--- src/rtl/signal_meter.sv ---
// rtl/signal_meter.sv - run-time selectable frequency / period / duty-cycle meter
// One FSM and two shared counters serve all three modes; results saturate to OUT_W bits.
module signal_meter #(
    parameter int CNT_W          = 32,
    parameter int OUT_W          = 16,
    parameter int GATE_CYCLES    = 100_000_000,
    parameter int PER_TICK       = 100,
    parameter int TIMEOUT_CYCLES = 50_000_000
) (
    input  logic             Clk,
    input  logic             Rst_n,
    input  logic             En,
    input  logic [1:0]       Mode,
    input  logic             Sig_in,
    output logic [OUT_W-1:0] Result,
    output logic             Result_vld,
    output logic             Overflow,
    output logic             Timeout,
    output logic             Busy
);
    localparam int DW  = CNT_W + 10;
    localparam int DCW = $clog2(DW);
    localparam logic [1:0] M_FREQ = 2'b00;
    localparam logic [1:0] M_PER  = 2'b01;
    localparam logic [1:0] M_DUTY = 2'b10;
    localparam logic [1:0] M_RSVD = 2'b11;
    localparam logic [CNT_W-1:0] CNT_MAX   = '1;
    localparam logic [CNT_W-1:0] GATE_LAST = CNT_W'(GATE_CYCLES - 1);
    localparam logic [CNT_W-1:0] TICK_LAST = CNT_W'(PER_TICK - 1);
    localparam logic [CNT_W-1:0] TO_LAST   = CNT_W'(TIMEOUT_CYCLES - 1);
    localparam logic [CNT_W-1:0] RES_MAX   = CNT_W'({OUT_W{1'b1}});
    localparam logic [DCW-1:0]   DIV_LAST  = DCW'(DW - 1);

    typedef enum logic [2:0] {S_IDLE, S_ARM, S_GATE, S_MEAS, S_DIV, S_DONE} state_t;
    state_t state, state_nxt;

    logic             s1, s2, s3, rise, level;
    logic [1:0]       mode_q;
    // evt_cnt: FREQ edges / PERIOD ticks / DUTY high time
    // cyc_cnt: FREQ gate / PERIOD prescaler / DUTY period
    logic [CNT_W-1:0] evt_cnt, cyc_cnt, to_cnt, evt_inc, cyc_inc;
    logic [CNT_W-1:0] rem, rem_nxt;
    logic [CNT_W:0]   rem_sh;
    logic             rem_ge;
    logic [DW-1:0]    dvd, dvd_nxt;
    logic [DCW-1:0]   div_cnt;
    logic             abort, timeout_hit, tick_now, emit, emit_to, emit_ovf;
    logic [CNT_W-1:0] emit_raw;
    logic [OUT_W-1:0] emit_res;

    always_ff @(posedge Clk or negedge Rst_n) begin
        if (!Rst_n) begin
            s1   <= 1'b0;
            s2   <= 1'b0;
            s3   <= 1'b0;
            rise <= 1'b0;
        end else begin
            s1   <= Sig_in;
            s2   <= s1;
            s3   <= s2;
            rise <= s2 & ~s3;
        end
    end
    // s3 is the level aligned with the registered rise pulse
    assign level = s3;

    assign evt_inc  = (evt_cnt == CNT_MAX) ? evt_cnt : evt_cnt + 1'b1;
    assign cyc_inc  = (cyc_cnt == CNT_MAX) ? cyc_cnt : cyc_cnt + 1'b1;
    assign rem_sh   = {rem, dvd[DW-1]};
    assign rem_ge   = rem_sh >= {1'b0, cyc_cnt};
    assign rem_nxt  = rem_ge ? CNT_W'(rem_sh - {1'b0, cyc_cnt}) : rem_sh[CNT_W-1:0];
    assign dvd_nxt  = {dvd[DW-2:0], rem_ge};
    assign emit_ovf = emit_raw >= RES_MAX;
    assign emit_res = emit_ovf ? '1 : emit_raw[OUT_W-1:0];
    assign Busy     = (state != S_IDLE);

    always_comb begin
        state_nxt   = state;
        emit        = 1'b0;
        emit_to     = 1'b0;
        emit_raw    = '0;
        abort       = (state != S_IDLE) && (!En || Mode != mode_q);
        tick_now    = (cyc_cnt == TICK_LAST);
        timeout_hit = (state == S_ARM || state == S_MEAS) && !rise && (to_cnt == TO_LAST);
        case (state)
            S_IDLE: if (En && Mode != M_RSVD) state_nxt = (Mode == M_FREQ) ? S_GATE : S_ARM;
            S_ARM: begin
                if (rise) begin
                    state_nxt = S_MEAS;
                end else if (timeout_hit) begin
                    emit    = 1'b1;
                    emit_to = 1'b1;
                end
            end
            S_GATE: begin
                if (cyc_cnt == GATE_LAST) begin
                    state_nxt = S_DONE;
                    emit      = 1'b1;
                    emit_raw  = rise ? evt_inc : evt_cnt;
                end
            end
            S_MEAS: begin
                if (rise) begin
                    if (mode_q == M_PER) begin
                        state_nxt = S_DONE;
                        emit      = 1'b1;
                        emit_raw  = tick_now ? evt_inc : evt_cnt;
                    end else begin
                        state_nxt = S_DIV;
                    end
                end else if (timeout_hit) begin
                    state_nxt = S_ARM;
                    emit      = 1'b1;
                    emit_to   = 1'b1;
                end
            end
            S_DIV: begin
                if (div_cnt == DIV_LAST) begin
                    state_nxt = S_DONE;
                    emit      = 1'b1;
                    emit_raw  = dvd_nxt[CNT_W-1:0];
                end
            end
            S_DONE: state_nxt = (mode_q == M_FREQ) ? S_GATE : (mode_q == M_PER) ? S_MEAS : S_ARM;
            default: state_nxt = S_IDLE;
        endcase
        if (abort) begin
            state_nxt = S_IDLE;
            emit      = 1'b0;
            emit_to   = 1'b0;
        end
    end

    always_ff @(posedge Clk or negedge Rst_n) begin
        if (!Rst_n) begin
            state      <= S_IDLE;
            mode_q     <= 2'b00;
            Result     <= '0;
            Result_vld <= 1'b0;
            Overflow   <= 1'b0;
            Timeout    <= 1'b0;
        end else begin
            state      <= state_nxt;
            Result_vld <= emit;
            if (state == S_IDLE) mode_q <= Mode;
            if (emit) begin
                Result   <= emit_res;
                Overflow <= emit_ovf;
                Timeout  <= emit_to;
            end
        end
    end

    always_ff @(posedge Clk or negedge Rst_n) begin
        if (!Rst_n) begin
            evt_cnt <= '0;
            cyc_cnt <= '0;
            to_cnt  <= '0;
            rem     <= '0;
            dvd     <= '0;
            div_cnt <= '0;
        end else begin
            // the edge-wait timer restarts on every rise and whenever ARM is (re)entered
            if (state == S_IDLE || state_nxt == S_IDLE || state == S_DIV || rise || emit_to ||
                mode_q == M_FREQ || (state == S_DONE && mode_q == M_DUTY))
                to_cnt <= '0;
            else
                to_cnt <= to_cnt + 1'b1;

            if (state_nxt == S_IDLE) begin
                evt_cnt <= '0;
                cyc_cnt <= '0;
            end else begin
                case (state)
                    S_GATE: begin
                        cyc_cnt <= cyc_inc;
                        if (rise) evt_cnt <= evt_inc;
                    end
                    S_ARM: begin
                        evt_cnt <= (rise && mode_q == M_DUTY) ? CNT_W'(1) : '0;
                        cyc_cnt <= (rise && mode_q == M_DUTY) ? CNT_W'(1) : '0;
                    end
                    S_MEAS, S_DONE: begin
                        if (mode_q == M_PER) begin
                            if (rise) begin
                                evt_cnt <= '0;
                                cyc_cnt <= '0;
                            end else if (tick_now) begin
                                cyc_cnt <= '0;
                                evt_cnt <= evt_inc;
                            end else begin
                                cyc_cnt <= cyc_inc;
                            end
                        end else if (mode_q == M_DUTY) begin
                            if (state == S_MEAS && !rise) begin
                                cyc_cnt <= cyc_inc;
                                if (level) evt_cnt <= evt_inc;
                            end
                        end else begin
                            evt_cnt <= '0;
                            cyc_cnt <= '0;
                        end
                    end
                    default: ;
                endcase
            end

            if (state == S_MEAS && rise && mode_q == M_DUTY) begin
                dvd     <= DW'(evt_cnt) * DW'(1000);
                rem     <= '0;
                div_cnt <= '0;
            end else if (state == S_DIV) begin
                dvd     <= dvd_nxt;
                rem     <= rem_nxt;
                div_cnt <= div_cnt + 1'b1;
            end
        end
    end
endmodule
--- config.mk ---
export PLATFORM = sky130hd
export DESIGN_NAME = signal_meter
export DESIGN_NICKNAME = d
export VERILOG_FILES = /design/src/rtl/signal_meter.sv
export SDC_FILE = /design/constraint.sdc
export NUM_CORES = 1
export LEC_CHECK = 0
export ABC_AREA = 0
export BUFFER_PORTS_ARGS = -buffer_cell sky130_fd_sc_hd__buf_2
export CORE_MARGIN = 3
export CORE_UTILIZATION = 40
export CTS_BUF_LIST = sky130_fd_sc_hd__clkbuf_4 sky130_fd_sc_hd__clkbuf_8
export DETAILED_ROUTE_END_ITERATION = 8
export GPL_TIMING_DRIVEN = 1
export PLACE_DENSITY = 0.65
export SYNTH_ARGS = -nofsm -noshare
export SYNTH_HDL_FRONTEND = slang
export SYNTH_SLANG_ARGS = --single-unit
--- constraint.sdc ---
create_clock -name Clk -period 6.9 [get_ports Clk]
set_input_delay 0.345 -clock Clk [delete_from_list [all_inputs] [get_ports Clk]]
set_output_delay 0.345 -clock Clk [all_outputs]
set_load 0.1 [all_outputs]
After elaboration in Yosys (flattened, before gate mapping)
Index checks and enable logic that the tools add are counted.
Widths: inputs -> output; s select.
{"block": "classes", "n_eq_ne": 17, "reduce_logical": 30, "magnitude_cmp": 2, "n_bitwise": 2, "n_mux": 55, "mul": 1, "add_sub_neg": 5}
{"operator": "$mux 32", "n": 24}
{"operator": "$pmux 32 s3", "n": 3}
{"operator": "$add 32x1->32 const B", "n": 3}
{"operator": "$mux 42", "n": 2}
{"operator": "$eq 32x32->1 const B", "n": 2}
{"operator": "$mul 32x7->39 const B", "n": 1}
{"operator": "$ge 33x32->1", "n": 1}
{"operator": "$eq 32x26->1 const B", "n": 1}
{"operator": "$eq 32x27->1 const B", "n": 1}
{"operator": "$eq 32x7->1 const B", "n": 1}
{"operator": "$ge 32x16->1 const B", "n": 1}
{"operator": "$sub 32x32->32", "n": 1}
{"operator": "$mux 3", "n": 7}
{"operator": "$pmux 3 s6", "n": 1}
{"operator": "$mux 16", "n": 1}
{"operator": "$mux 6", "n": 2}
{"operator": "$mux 1", "n": 11}
{"operator": "$ne 5x5->1 const B", "n": 2}
{"operator": "$logic_and 1x1->1", "n": 9}
{"operator": "$logic_or 1x1->1", "n": 8}
{"operator": "$add 6x1->6 const B", "n": 1}
{"operator": "$eq 3x2->1 const B", "n": 2}
{"operator": "$eq 3x3->1 const B", "n": 2}
{"operator": "$eq 6x6->1 const B", "n": 1}
{"operator": "other kinds (18)", "n": 24}
{"block": "totals", "out_inout_bits": 20, "input_bits": 6, "register_bits": 204, "wordCells": 128}

Depth between registers and ports, before layout
{"block": "depth", "word_depth": 16, "depth_mapped": 20, "ltp_nobuf": 19}

Worst setup path after synthesis
Ideal clock, no wire load.
{"block": "synth_path", "path_type": "register to register", "from": "register evt_cnt[20]", "to": "register dvd[40]", "path_buffers": 1, "setup_ns": 0.083, "setup_slack_ns": 1.818, "t_required_ns": 6.817, "period_less_slack_ns": 5.082, "stages_incl_launch_ff": 20, "t_arrival_ns": 4.999, "cell_sequence": "dfrtp_1 > clkbuf_1 > inv_1 > fa_1 > fa_1 > inv_1 > fa_1 > inv_1 > fa_1 > inv_1 > ha_1 > nand2_1 > nor3_1 > a21boi_0 > nand3_1 > nand3_1 > a21oi_1 > a2111oi_0 > mux2_2 > o21ai_0"}
{"block": "synth_between", "elab_chain_len": 2}
{"element": "from (decl)", "line": "41", "source": "logic [CNT_W-1:0] evt_cnt, cyc_cnt, to_cnt, evt_inc, cyc_inc;"}
{"element": "from (signal assigned)", "line": "177", "source": "if (rise) evt_cnt <= evt_inc;"}
{"element": "from (signal assigned)", "line": "180", "source": "evt_cnt <= (rise && mode_q == M_DUTY) ? CNT_W'(1) : '0;"}
{"element": "from (signal assigned)", "line": "190", "source": "evt_cnt <= evt_inc;"}
{"element": "$mul 32x7->39", "line": "209", "source": "dvd <= DW'(evt_cnt) * DW'(1000);"}
{"element": "$mux 42", "line": "208", "source": "if (state == S_MEAS && rise && mode_q == M_DUTY) begin"}
{"element": "to (signal assigned)", "line": "209"}
{"element": "to (signal assigned)", "line": "213", "source": "dvd <= dvd_nxt;"}
{"element": "to (decl)", "line": "45", "source": "logic [DW-1:0] dvd, dvd_nxt;"}
No other way between the ends.
A chain may end at the register's enable or synchronous reset.

Final worst setup path
{"block": "layout_path", "from": "register evt_cnt[0]", "to": "register dvd[40]"}
The elaborated chain is that of the path after synthesis.

==> run_results.csv <==
group,metric,value,unit
status,outcome,"finished clean",
clock_tree,ctsHtreeMaxLevel,2,
setup_path,worstRegToRegCells,17,
global_route,grt_overflow_total,0,
setup_path,critical_path_arrival,6.39,ns
setup_path,crit_path_start_kind,"register",
setup_path,cp.buffers_inverters,2,
synthesis,synth.area.top_cells,"dfrtp_1 26%, fa_1 12%, ha_1 7.8%",
synthesis,synth-warning-count,0,
global_route,grt_antenna_before_repair,1,
sta,timing.final.crit_share,84.9,%
min_path,min_delay_path_depth,2,
floorplan,die-width,226,microns
floorplan,start_util,40.9,%
global_route,gr-usage-all-layers,22.7,%
synthesis,post-synth-top-area-cell,"dfrtp_1",
synthesis,synth.top_cell.area_share,26.5,%
synthesis,synth_top_family_by_area,"adder cells",
power,max-vdd-ir-drop,0.000370,V
route,avgViaCountPerCell,5.90,
route,drt.antenna.violating_nets,0,
synthesis,synth_cell_area,0.0193,sq mm
cells_and_area,num-nets-final,2502,
route,routed_wirelength,57.7,mm
synthesis,synth.area.mux_share,1.44,%
power,power_density,303,mW/mm^2
route,vias,17100,
setup_path,critPathTopFamily,"adder cells",
setup_path,cp_data_required_time,7.43,ns
synthesis,asyncSetResetFlopFracSynth,100,%
cells_and_area,regArea,0.00510,sq mm
clock_tree,post_cts_hold_buffer_count,3,
sta,finalClockSkew,0.0298,ns
clock_tree,maximum_buffer_depth_of_the_clock_tree,3,
floorplan,die-height,226,microns
floorplan,fp.dieArea,0.0509,sq mm
min_path,hold_path_end,"mode_q[1]",
synthesis,syn_nets,2504,
setup_path,critical_path_class,"reg2reg",
synthesis,compound_gate_portion_of_the_synthesized_area,18.4,%
sta,timing.final.max_slew_violations,0,
cells_and_area,final_layout_size_suffix_gt1_share,7.65,%
global_route,vias_in_the_first_global_route,16600,
synthesis,fraction_of_the_yosys_area_taken_by_sequential_cells,26.5,%
setup_path,setup.worst_path.end_class,"register",
synthesis,post_synth_and_or_nand_nor_area_fraction,19.2,%
placement,number_of_buffers_added_on_ports,25,
route,drt_first_iter_violations,1398,
synthesis,postSynthCellCount,2259,
synthesis,synth-xor-area-share,7.90,%
setup_path,r2r_end,"dvd[40]",
setup_path,slowest_stage,"dfrtp_1",
sta,timing.final.crit_period,5.86,ns
min_path,hold_class,"in2reg",
route,first_pass_iters,6,
global_route,grt_first_pass_wirelength,92.3,mm
synthesis,synth.ff_latch_count,204,
cells_and_area,layout-area-overhead-vs-synth,9.05,%
synthesis,postSynthAreaPerCell,8.54,sq um
route,drt_drc_violations_left,0,
synthesis,synth_edf_count,0,
placement,place.detailed.hpwl,41.8,mm
sta,setup_viol,0,
sta,setup_total_negative_slack,0,ns
clock_tree,clockRootBuffer,"clkbuf_8",
floorplan,coreArea,0.0471,sq mm
clock_tree,cts_tree,"done",
run,max_cap_violations,0,
sta,worst_slew_margin_rel,8.10,%
setup_path,cp_max_fanout,16,
placement,place.gp.congestion,0.961,
clock_tree,post_cts_resize_count,0,
setup_path,timing.critical_path.cells,"fa_1 > fa_1 > inv_1 > fa_1 > fa_1 > inv_1 > ha_1 > nand2_1 > o211ai_1 > a21oi_1 > o211ai_1 > nand3_1 > nand3_1 > a21oi_1 > a2111oi_0 > mux2_2 > o21ai_0",
clock_tree,cts_buffers,43,
synthesis,post_synth_num_cell_types,87,
min_path,launch_instance_of_the_worst_min_delay_path,"Mode[1]",
setup_path,most_common_cell_on_crit_path,"fa_1",
synthesis,adder_cell_area_share_of_the_yosys_netlist,20.1,%
clock_tree,cts_clk_pin_slew_worst_paths,0.06,ns
cells_and_area,final.fill_count,4585,
cells_and_area,multi_input_comb_area,0.0130,sq mm
floorplan,rows,79,
setup_path,timing.critical_path.slowest_cell_delay,0.76,ns
synthesis,synth-main-ff-cell,"dfrtp_1",
sta,holdWs,0.0472,ns
route,route.detailed.wl_per_inst,19.9,microns
power,static-leakage-power,8.70,nW
global_route,pin_count_of_the_biggest_net_entering_global_routing,72,
setup_path,reg2reg_slack,1.04,ns
floorplan,io-pin-count,26,
clock_tree,cts.sinks,204,
clock_tree,clock_insertion_delay_worst_skew,0.63,ns
sta,unrepaired_setup_endpoints_after_global_routing,"no",
sta,worst-slew-pin-transition,1.38,ns
sta,clock.fmax,171,MHz
setup_path,reg2reg_from,"evt_cnt[0]",
sta,final_hold_viol_count,0,
clock_tree,cts_post_setup_buffers_inserted,0,
==> synth_stat cells, types with 58 or more instances <==
cell	n
nand2_1	178
xnor2_1	123
nand3_1	90
nor2_1	198
fa_1	119
o21ai_0	176
ha_1	120
clkbuf_1	81
a21oi_1	142
nor3_1	58
dfrtp_1	204
inv_1	214
==> worst max path at each step <==
stage	start	endpoint	slack [ns]	cells after the start
after global placement	evt_cnt[0]	dvd[40]	1.31	17
after CTS	evt_cnt[0]	dvd[40]	1.17	17
after floorplan	evt_cnt[20]	dvd[40]	1.82	19
after global routing	evt_cnt[0]	dvd[40]	0.72	17
final	evt_cnt[0]	dvd[40]	1.04	17
after detailed placement	evt_cnt[0]	dvd[40]	1.17	17
==> sequential cells by signal, summed over array words and instances (netlist names), 2 cells and up <==
signal,cells
Result,16
cyc_cnt,32
div_cnt,6
dvd,42
evt_cnt,32
mode_q,2
rem,32
state,3
to_cnt,32
==> layout by cell type (no fill, tap or decap), types with 10 or more instances in the layout <==
cell type  synthesis  routed
a211oi_1          11      10
a21o_1            27      27
a21oi_1          142     142
a221oi_1          19      19
a22oi_1           44      44
a31oi_1           12      12
and2_1            17      17
and3_1            21      21
and4_1            16      16
buf_2             12      24
buf_4              3      29
clkbuf_4           0      12
clkbuf_8           0      54
dfrtp_1          204     204
fa_1             119     119
ha_1             120     120
inv_1            214     214
mux2i_1           21      21
nand2_1          178     178
nand2b_1          11      11
nand3_1           90      90
nand4_1           51      51
nor2_1           198     195
nor2b_1           18      18
nor3_1            58      58
nor4_1            27      27
o211ai_1          14      14
o21ai_0          176     176
o31ai_1           12      12
or3_1             13      13
xnor2_1          123     123
xor2_1            51      51
==> per-stage QoR <==
step / power (W) / worst slack [ns] / instance area (sq um) / instances / util [%]
floorplan: 0.00405 / 1.82 / 19300 / 2259 / -
global placement: 0.00479 / 1.31 / 20000 / 2816 / 42.4
detailed placement: 0.00483 / 1.17 / 20000 / 2816 / 42.4
CTS: 0.00640 / 1.17 / 21000 / 2896 / 44.6
global route: 0.00686 / 0.722 / 21000 / 2897 / 44.6
finish: 0.00638 / 1.04 / 21000 / 2898 / 44.6
==> final cells by class <==
class / instances / share of cell area [%]
Multi-Input combinational cell: 1736 / 61.7
Sequential cell: 204 / 24.3
Clock buffer: 66 / 3.96
Inverter: 215 / 3.84
Tap cell: 607 / 3.61
Timing Repair Buffer: 57 / 1.82
Clock inverter: 11 / 0.773
Antenna cell: 2 / 0.0238
==> routing by layer <==
layer	up-vias	global-route usage, %	part of all wire, %
li1	7961	-	-
met1	8351	31.3	44
met2	668	35.8	46
met3	131	3.43	7.2
met4	0	9.27	3.5
met5	-	0	0
==> logic make-up (layout without fill, tap and decap cells) <==
group / count (synthesis) / after routing
muxes: 27 / 27
buffers and inverters: 319 / 349
adders and majority gates: 239 / 239
xor gates and xnor gates: 174 / 174
and+or+nand+nor: 737 / 737
other: 0 / 2
DFF: 204 / 204
AOI/OAI and AO/OA: 559 / 559
==> report_power, final <==
group	switching [W]	total, W	internal (W)
Combinational	0.00208	0.00335	0.00127
Sequential	0.000178	0.00151	0.00133
Clock	0.000609	0.00153	0.000920
Power figures use the tool's default switching activity.
